### config.mk
export PLATFORM = sky130hd
export DESIGN_NAME = mem_access
export DESIGN_NICKNAME = d
export VERILOG_FILES = /design/src/rtl/mem_access.sv
export SDC_FILE = /design/constraint.sdc
export NUM_CORES = 1
export LEC_CHECK = 0
export BUFFER_PORTS_ARGS = -buffer_cell sky130_fd_sc_hd__buf_2
export CAP_MARGIN = 10
export CORE_MARGIN = 4
export CORE_UTILIZATION = 41
export CTS_CLUSTER_SIZE = 28
export DETAILED_ROUTE_END_ITERATION = 8
export GPL_TIMING_DRIVEN = 0
export PLACE_DENSITY = 0.91
export SYNTH_ARGS = -nofsm -noshare
export SYNTH_HDL_FRONTEND = slang
export SYNTH_SLANG_ARGS = --single-unit
### constraint.sdc
create_clock -name clk -period 3.1 [get_ports clk]
set_clock_uncertainty 0.15 [all_clocks]
set_input_delay 0.62 -clock clk [delete_from_list [all_inputs] [get_ports clk]]
set_output_delay 0.62 -clock clk [all_outputs]
set_load 0.005 [all_outputs]
### src/rtl/mem_access.sv
// Memory-access pipeline stage: issues loads/stores on a req/ack data bus,
// stalls the pipeline until completion and flags misaligned accesses.
module mem_access #(
  parameter bit TIMEOUT_EN = 1'b0
) (
  input  logic        clk,
  input  logic        rst,
  input  logic [7:0]  aluop_i,
  input  logic [31:0] mem_addr_i,
  input  logic [31:0] reg2_i,
  input  logic [4:0]  wd_i,
  input  logic        wreg_i,
  input  logic [31:0] wdata_i,
  input  logic        stall_hold,
  input  logic [31:0] dbus_rdata,
  input  logic        dbus_ack,
  output logic [4:0]  wd_o,
  output logic        wreg_o,
  output logic [31:0] wdata_o,
  output logic        dbus_req,
  output logic        dbus_we,
  output logic [31:0] dbus_addr,
  output logic [3:0]  dbus_sel,
  output logic [31:0] dbus_wdata,
  output logic        stallreq_mem,
  output logic        misalign_o
);

  localparam logic [7:0] ALU_LB  = 8'h20;
  localparam logic [7:0] ALU_LH  = 8'h21;
  localparam logic [7:0] ALU_LW  = 8'h22;
  localparam logic [7:0] ALU_LBU = 8'h23;
  localparam logic [7:0] ALU_LHU = 8'h24;
  localparam logic [7:0] ALU_SB  = 8'h25;
  localparam logic [7:0] ALU_SH  = 8'h26;
  localparam logic [7:0] ALU_SW  = 8'h27;

  typedef enum logic [1:0] {IDLE, BUSY, DONE} state_t;
  typedef enum logic [1:0] {SZ_BYTE, SZ_HALF, SZ_WORD} size_t;

  state_t      state_q, state_d;
  logic [31:0] rdata_q, rdata_d;
  logic        misalign_q, misalign_d;

  logic        is_load, is_store, sext, mem_op, misaligned;
  size_t       size;
  logic [3:0]  sel;
  logic [31:0] st_data, ld_data;
  logic [7:0]  ld_byte;
  logic [15:0] ld_half;

  always_comb begin
    is_load  = 1'b0;
    is_store = 1'b0;
    sext     = 1'b0;
    size     = SZ_WORD;
    case (aluop_i)
      ALU_LB:  begin is_load  = 1'b1; sext = 1'b1; size = SZ_BYTE; end
      ALU_LH:  begin is_load  = 1'b1; sext = 1'b1; size = SZ_HALF; end
      ALU_LW:  begin is_load  = 1'b1; size = SZ_WORD; end
      ALU_LBU: begin is_load  = 1'b1; size = SZ_BYTE; end
      ALU_LHU: begin is_load  = 1'b1; size = SZ_HALF; end
      ALU_SB:  begin is_store = 1'b1; size = SZ_BYTE; end
      ALU_SH:  begin is_store = 1'b1; size = SZ_HALF; end
      ALU_SW:  begin is_store = 1'b1; size = SZ_WORD; end
      default: ;
    endcase
    mem_op     = is_load | is_store;
    misaligned = mem_op && (((size == SZ_HALF) && mem_addr_i[0]) ||
                            ((size == SZ_WORD) && (mem_addr_i[1:0] != 2'b00)));

    case (size)
      SZ_BYTE: begin
        sel     = 4'b0001 << mem_addr_i[1:0];
        st_data = {4{reg2_i[7:0]}};
      end
      SZ_HALF: begin
        sel     = mem_addr_i[1] ? 4'b1100 : 4'b0011;
        st_data = {2{reg2_i[15:0]}};
      end
      default: begin
        sel     = 4'b1111;
        st_data = reg2_i;
      end
    endcase

    ld_byte = 8'(dbus_rdata >> {mem_addr_i[1:0], 3'b000});
    ld_half = mem_addr_i[1] ? dbus_rdata[31:16] : dbus_rdata[15:0];
    case (size)
      SZ_BYTE: ld_data = {{24{sext & ld_byte[7]}}, ld_byte};
      SZ_HALF: ld_data = {{16{sext & ld_half[15]}}, ld_half};
      default: ld_data = dbus_rdata;
    endcase
  end

  always_comb begin
    state_d      = state_q;
    rdata_d      = rdata_q;
    misalign_d   = misalign_q;
    wd_o         = wd_i;
    wreg_o       = wreg_i;
    wdata_o      = wdata_i;
    dbus_req     = 1'b0;
    stallreq_mem = 1'b0;
    misalign_o   = 1'b0;
    dbus_we      = is_store;
    dbus_addr    = {mem_addr_i[31:2], 2'b00};
    dbus_sel     = mem_op ? sel : 4'b0000;
    dbus_wdata   = st_data;

    case (state_q)
      IDLE, BUSY: begin
        if (misaligned && state_q == IDLE) begin
          wreg_o     = 1'b0;
          misalign_o = 1'b1;
          misalign_d = 1'b1;
          state_d    = DONE;
        end else if (mem_op && !misaligned) begin
          wreg_o       = 1'b0;
          wdata_o      = '0;
          dbus_req     = 1'b1;
          stallreq_mem = 1'b1;
          misalign_d   = 1'b0;
          if (dbus_ack) begin
            rdata_d = is_load ? ld_data : '0;
            state_d = DONE;
          end else begin
            state_d = BUSY;
          end
        end else begin
          state_d = IDLE;
        end
      end
      DONE: begin
        if (misalign_q || !is_load) begin
          wreg_o  = 1'b0;
          wdata_o = '0;
        end else begin
          wdata_o = rdata_q;
        end
        if (!stall_hold) state_d = IDLE;
      end
      default: state_d = IDLE;
    endcase

    // Reset forces every output low combinationally so the bus request drops in the reset cycle.
    if (rst) begin
      state_d      = IDLE;
      wd_o         = '0;
      wreg_o       = 1'b0;
      wdata_o      = '0;
      dbus_req     = 1'b0;
      stallreq_mem = 1'b0;
      misalign_o   = 1'b0;
      dbus_we      = 1'b0;
      dbus_addr    = '0;
      dbus_sel     = '0;
      dbus_wdata   = '0;
    end
  end

  always_ff @(posedge clk) begin
    if (rst) begin
      state_q    <= IDLE;
      rdata_q    <= '0;
      misalign_q <= 1'b0;
    end else begin
      state_q    <= state_d;
      rdata_q    <= rdata_d;
      misalign_q <= misalign_d;
    end
  end

  a_no_timeout: assert property (@(posedge clk) TIMEOUT_EN == 1'b0);

endmodule

# After elaboration in Yosys (flattened, before gate mapping)
# Index checks and enable logic that the tools add are counted.
totals:
  reg_bits: 35
  latchBits: 0
  ram_bits: 0
  mem_bits_ro: 0
  inputBits: 146
  mem_count: 0
classes:
  n_addsub: 0
  n_mul: 0
  div_mod_pow: 0
  n_lt_le_gt_ge: 0
  n_eq_ne: 13
  shifts: 2
  muxes: 40
  bitwise_logic: 4
  n_reduce_logical: 21
op_table:
  columns: ["operator", "n"]
  rows:
  - ["$mux W32", 7]
  - ["$pmux W32 S2", 3]
  - ["$eq A8 B6 Y1 const B", 8]
  - ["$shr A32 B5 Y8", 1]
  - ["$mux W1", 17]
  - ["$mux W16", 1]
  - ["$mux W4", 3]
  - ["$reduce_or A3 Y1", 3]
  - ["$mux W2", 4]
  - ["$pmux W2 S2", 2]
  - ["$pmux W4 S2", 1]
  - ["$logic_and A1 B1 Y1", 5]
  - ["$mux W5", 1]
  - ["$reduce_or A5 Y1", 1]
  - ["$eq A2 B1 Y1 const B", 2]
  - ["$eq A2 B2 Y1 const B", 2]
  - ["$logic_not A2 Y1", 2]
  - ["$reduce_and A4 Y1", 1]
  - ["$reduce_bool A2 Y1", 2]
  - ["$reduce_or A2 Y1", 2]
  - ["$shl A1 B2 Y4 const A", 1]
  - ["$and A1 B1 Y1", 2]
  - ["$logic_not A1 Y1", 2]
  - ["$logic_or A1 B1 Y1", 2]
  - ["5 further kinds", 5]

# Logic depth before layout (Yosys ltp)
depth:
  ltp_word: 13
  depth_mapped: 8

# Worst setup path after synthesis
# OpenSTA, ideal clock, no wires.
synth_path:
  kind: "input to output"
  from: "input port aluop_i[4]"
  to: "output port wdata_o[22]"
  t_arrival_ps: 2134
  path_slack_ps: 196
  stages: 7
  n_path_buf: 2
  cell_sequence: "or4b_4 nor2_4 a31oi_1 or3_1 buf_4 buf_6 a21oi_1"
synth_between:
  elab_chain_len: 13
synth_rtl:
  columns: ["item", "line_no", "text"]
  rows:
  - ["from (decl)", "8", "input logic [7:0] aluop_i,"]
  - ["$eq A8 B6 Y1", "57", "case (aluop_i)"]
  - ["$reduce_or A3 Y1 (no source line)", null, null]
  - ["$pmux W2 S2", "57", null]
  - ["$eq A2 B1 Y1 or $eq A2 B2 Y1 (tied branches)", "69, 70", null]
  - ["$logic_and A1 B1 Y1, on equally long branches", "69, 70", null]
  - ["$logic_or A1 B1 Y1", "69", "misaligned = mem_op && (((size == SZ_HALF) && mem_addr_i[0]) ||"]
  - ["$logic_and A1 B1 Y1", "69", null]
  - ["$logic_not A1 Y1", "118", "end else if (mem_op && !misaligned) begin"]
  - ["$logic_and A1 B1 Y1", "118", null]
  - ["$mux W32", "118", null]
  - ["$mux W32", "113", "if (misaligned && state_q == IDLE) begin"]
  - ["$pmux W32 S2 *", "111", "case (state_q)"]
  - ["$mux W32 *", "147", "if (rst) begin"]
  - ["to (decl)", "19", "output logic [31:0] wdata_o,"]
# Every way passes the cells marked *; elsewhere a longest branch is shown, timed or not.

# Worst setup path after layout
layout_path:
  from: "input port aluop_i[7]"
  to: "output port wdata_o[19]"
# Same word-level chain as after synthesis.

==> impl_results.md <==
- Status: complete, but fails checks
- Failing checks: setup timing
- Final Cell Area: 0.00537 mm^2
- RSZ-0062 raised after global routing: true
- Routed via count: 4838
- Peak VDD IR: 0.224 mV
- Clk pwr share: 33.6%
- Clock Path Buffers: 2
- Hold/Removal Path Class: register to register
- Post-route minimum period: 3200 ps
- Antenna violations before repair: 0
- CTS buffer count: 5
- Critical path class: input port to output port
- Starting DRT DRC Count: 316
- Ant diodes: 0
- Post-synth top area share: 20.4%
- Worst-path clk slew: 60 ps
- Critical path launch point type: input port
- Syn Area/Cell: 7.00 um^2
- Logic pwr share: 35.2%
- Grt ovf: 0
- Final-stage net count: 914
- Netlist cell types: 57
- Vias in the first global route: 4742
- Area growth from synthesis to layout: 56.3%
- Transition time of the tightest slew-check pin: 940 ps
- Hold_ws: 317 ps
- Pin count of the biggest net entering global routing: 18
- Post-synth EDFFs: 0
- Global Route met1 Usage: 33.0%
- WP data arrival: 2430 ps
- Antenna viol nets, final: 0
- Area of the multi-input gates: 0.00256 mm^2
- Net Sw Frac: 29.7%
- CORE AREA: 0.00818 mm^2
- Slew Limit Headroom: 36.3%
- Setup-failing EPs final: 37
- DR pass1 iterations: 5
- Met3 Usage GRT: 6.59%
- Async S/R FF share, synth: 0%
- Via density: 5.54
- CTS tree: done
- Worst-skew pair later-pin latency: 290 ps
- Syn Inst Count: 491
- Htree depth: 2
- Die Width: 99.5 um
- Post-DP Area: 0.00481 mm^2
- Post-synthesis sequential area ratio: 20.4%
- Io pins: 256
- GRT Total Usage: 28.3%
- YS warnings: 0
- Hold_buf cts: 0
- Worst Setup End Kind: output port
- DPL Wire Length: 11600 um
- Period utilization: 103%
- Final Wtd Congestion: 0.936
- Layout cells sized above 1: 47.9%
- DRC: 0
- GR Layer Usage met2: 49.2%
- Chip height: 99.5 um
- Max FO, Critical Path: 8
- Final hold violations: 0
- Overall routed net length: 15200 um
- DP Worst Slack: -233 ps
- # rows: 33
- Register Area: 701 um^2
- #FFs+latches synth: 35
- Share of power burned in registers: 31.2%
- Wire length of the first global-routing pass: 22600 um
- Fmax achieved: 312 MHz
- Fillers: 691
- Drt wl/cell: 17.4 um
- Post-synthesis cell type with the largest combined area: dfxtp_1
- CP required: 2330 ps
- CTS root buf: clkbuf_8
- Initial Utilization: 42.0%
- Top cells by area, synth: dfxtp_1 (20%), nand2_1 (9.5%), nor2b_1 (8.6%)
- Final Max Tran Viols: 0
- Max_cap viols: 0
- Final WS setup: -103 ps
- CTS sink cnt: 35
- Internal power: 1020 uW
- Switching power: 431 uW
- Top FF cell, synth: dfxtp_1
- Power density of the placed cells: 271 mW/mm^2
- Buffers on Ports: 248
- Lkg Pwr: 0.00262 uW
- GRT busiest layer: met2
- Synth Cell Area: 0.00344 mm^2
- PnR Total Power: 1450 uW
- Die area: 0.00991 mm^2
==> cells in the final DEF (no fill, tap or decap), drive strengths merged, types with 4 or more instances in the layout <==
| master | instances |
|---|---|
| dfxtp | 35 |
| a211oi | 5 |
| mux4 | 7 |
| nor3 | 12 |
| nor2b | 47 |
| nand2b | 4 |
| buf | 293 |
| inv | 26 |
| a21oi | 59 |
| o32ai | 7 |
| nor2 | 58 |
| o2bb2ai | 18 |
| o22ai | 16 |
| o21ai | 7 |
| a22o | 8 |
| clkbuf | 25 |
| nand2 | 87 |
| mux2i | 10 |
| a22oi | 7 |
==> repair_timing <==
item / 4_1_cts / 5_1_grt
endpoints found under the setup margin: 61 / 60
buffers inserted: 13 / 6
resized for setup: 41 / 26
cloned: 3 / 0
pin swaps: 8 / 8
==> power by group through the flow <==
| stage | combinational [uW] | clock [uW] | sequential, uW |
|---|---|---|---|
| 6_report | 512 | 488 | 453 |
| 5_1_grt | 551 | 515 | 453 |
| 4_1_cts | 486 | 490 | 453 |
| 3_5_place_dp | 452 | 0 | 463 |
| 3_3_place_gp | 445 | 0 | 463 |
| 2_1_floorplan | 235 | 0 | 463 |
==> layout make-up <==
type | instances | share of cell area (%)
clock inverters | 2 | 1.12
multi-input cells | 388 | 47.7
repair buffers | 270 | 27.3
plain buffers | 42 | 5.24
flip-flops and latches | 35 | 13.0
well taps | 105 | 2.45
clock buffers | 6 | 1.35
inverters | 26 | 1.82
==> critical path, cell delays in order <==
cell     delay, ps
buf_6           90
or4b_4         570
nor2_4         140
a31oi_1         90
or3_4          360
buf_12         160
buf_6          130
a21oi_2        120
buf_2          150
==> synthesized netlist by cell type (all sizes together), types with 2 or more instances <==
cell type and number:
and4b 2, inv 26, a22oi 7, mux2 2, a21oi 59, nor2b 47, nand3 2, nor4 2
clkbuf 18, nand2b 4, a32oi 2, nor3 12, o211ai 2, mux4 7, o2bb2ai 18, o32ai 7
mux2i 10, buf 25, dfxtp 35, a22o 8, a211oi 5, nor2 58, o22ai 16, nor4b 2
o21ai 7, nand2 87, or2 2
==> state kept, by name (all words and copies together), names as in the netlist <==
register / flops
misalign_q: 1
state_q: 2
rdata_q: 32
==> worst paths after layout <==
| path | from | end | slack, ps | cells after the start |
|---|---|---|---|---|
| worst max-delay path | aluop_i[7] | wdata_o[19] | -100 | 9 |
| worst min-delay path | rdata_q[9]$_SDFFE_PP0P_ | rdata_q[9]$_SDFFE_PP0P_ | 320 | 2 |
| worst max register to register | state_q[1]$_SDFFE_PP0P_ | rdata_q[16]$_SDFFE_PP0P_ | 1080 | 7 |
| worst min register to register | rdata_q[9]$_SDFFE_PP0P_ | rdata_q[9]$_SDFFE_PP0P_ | 320 | 2 |
==> per-stage QoR <==
stage | util (%) | TNS [ps] | instances
after CTS | 63.9 | -2520 | 868
after global placement | 58.9 | -8670 | 845
after global routing | 65.7 | -3900 | 874
after detailed placement | 58.9 | -9680 | 845
final | 65.7 | -1550 | 874
after floorplan | - | 0 | 492
==> logic make-up after synthesis <==
family	synth area share, %
mux	8.16
flops	20.4
other cells	0.109
xor+xnor	0.510
simple gates	32.2
buf+inv	9.72
compound gates	29.0
==> per-layer routing <==
metal  wire, um  vias to the layer above
li1           -                     2259
met1       5480                     2201
met2       7590                      317
met3       1490                       61
met4        625                        0
met5          0                        -
No activity file was read; power rests on OpenSTA's default activity.
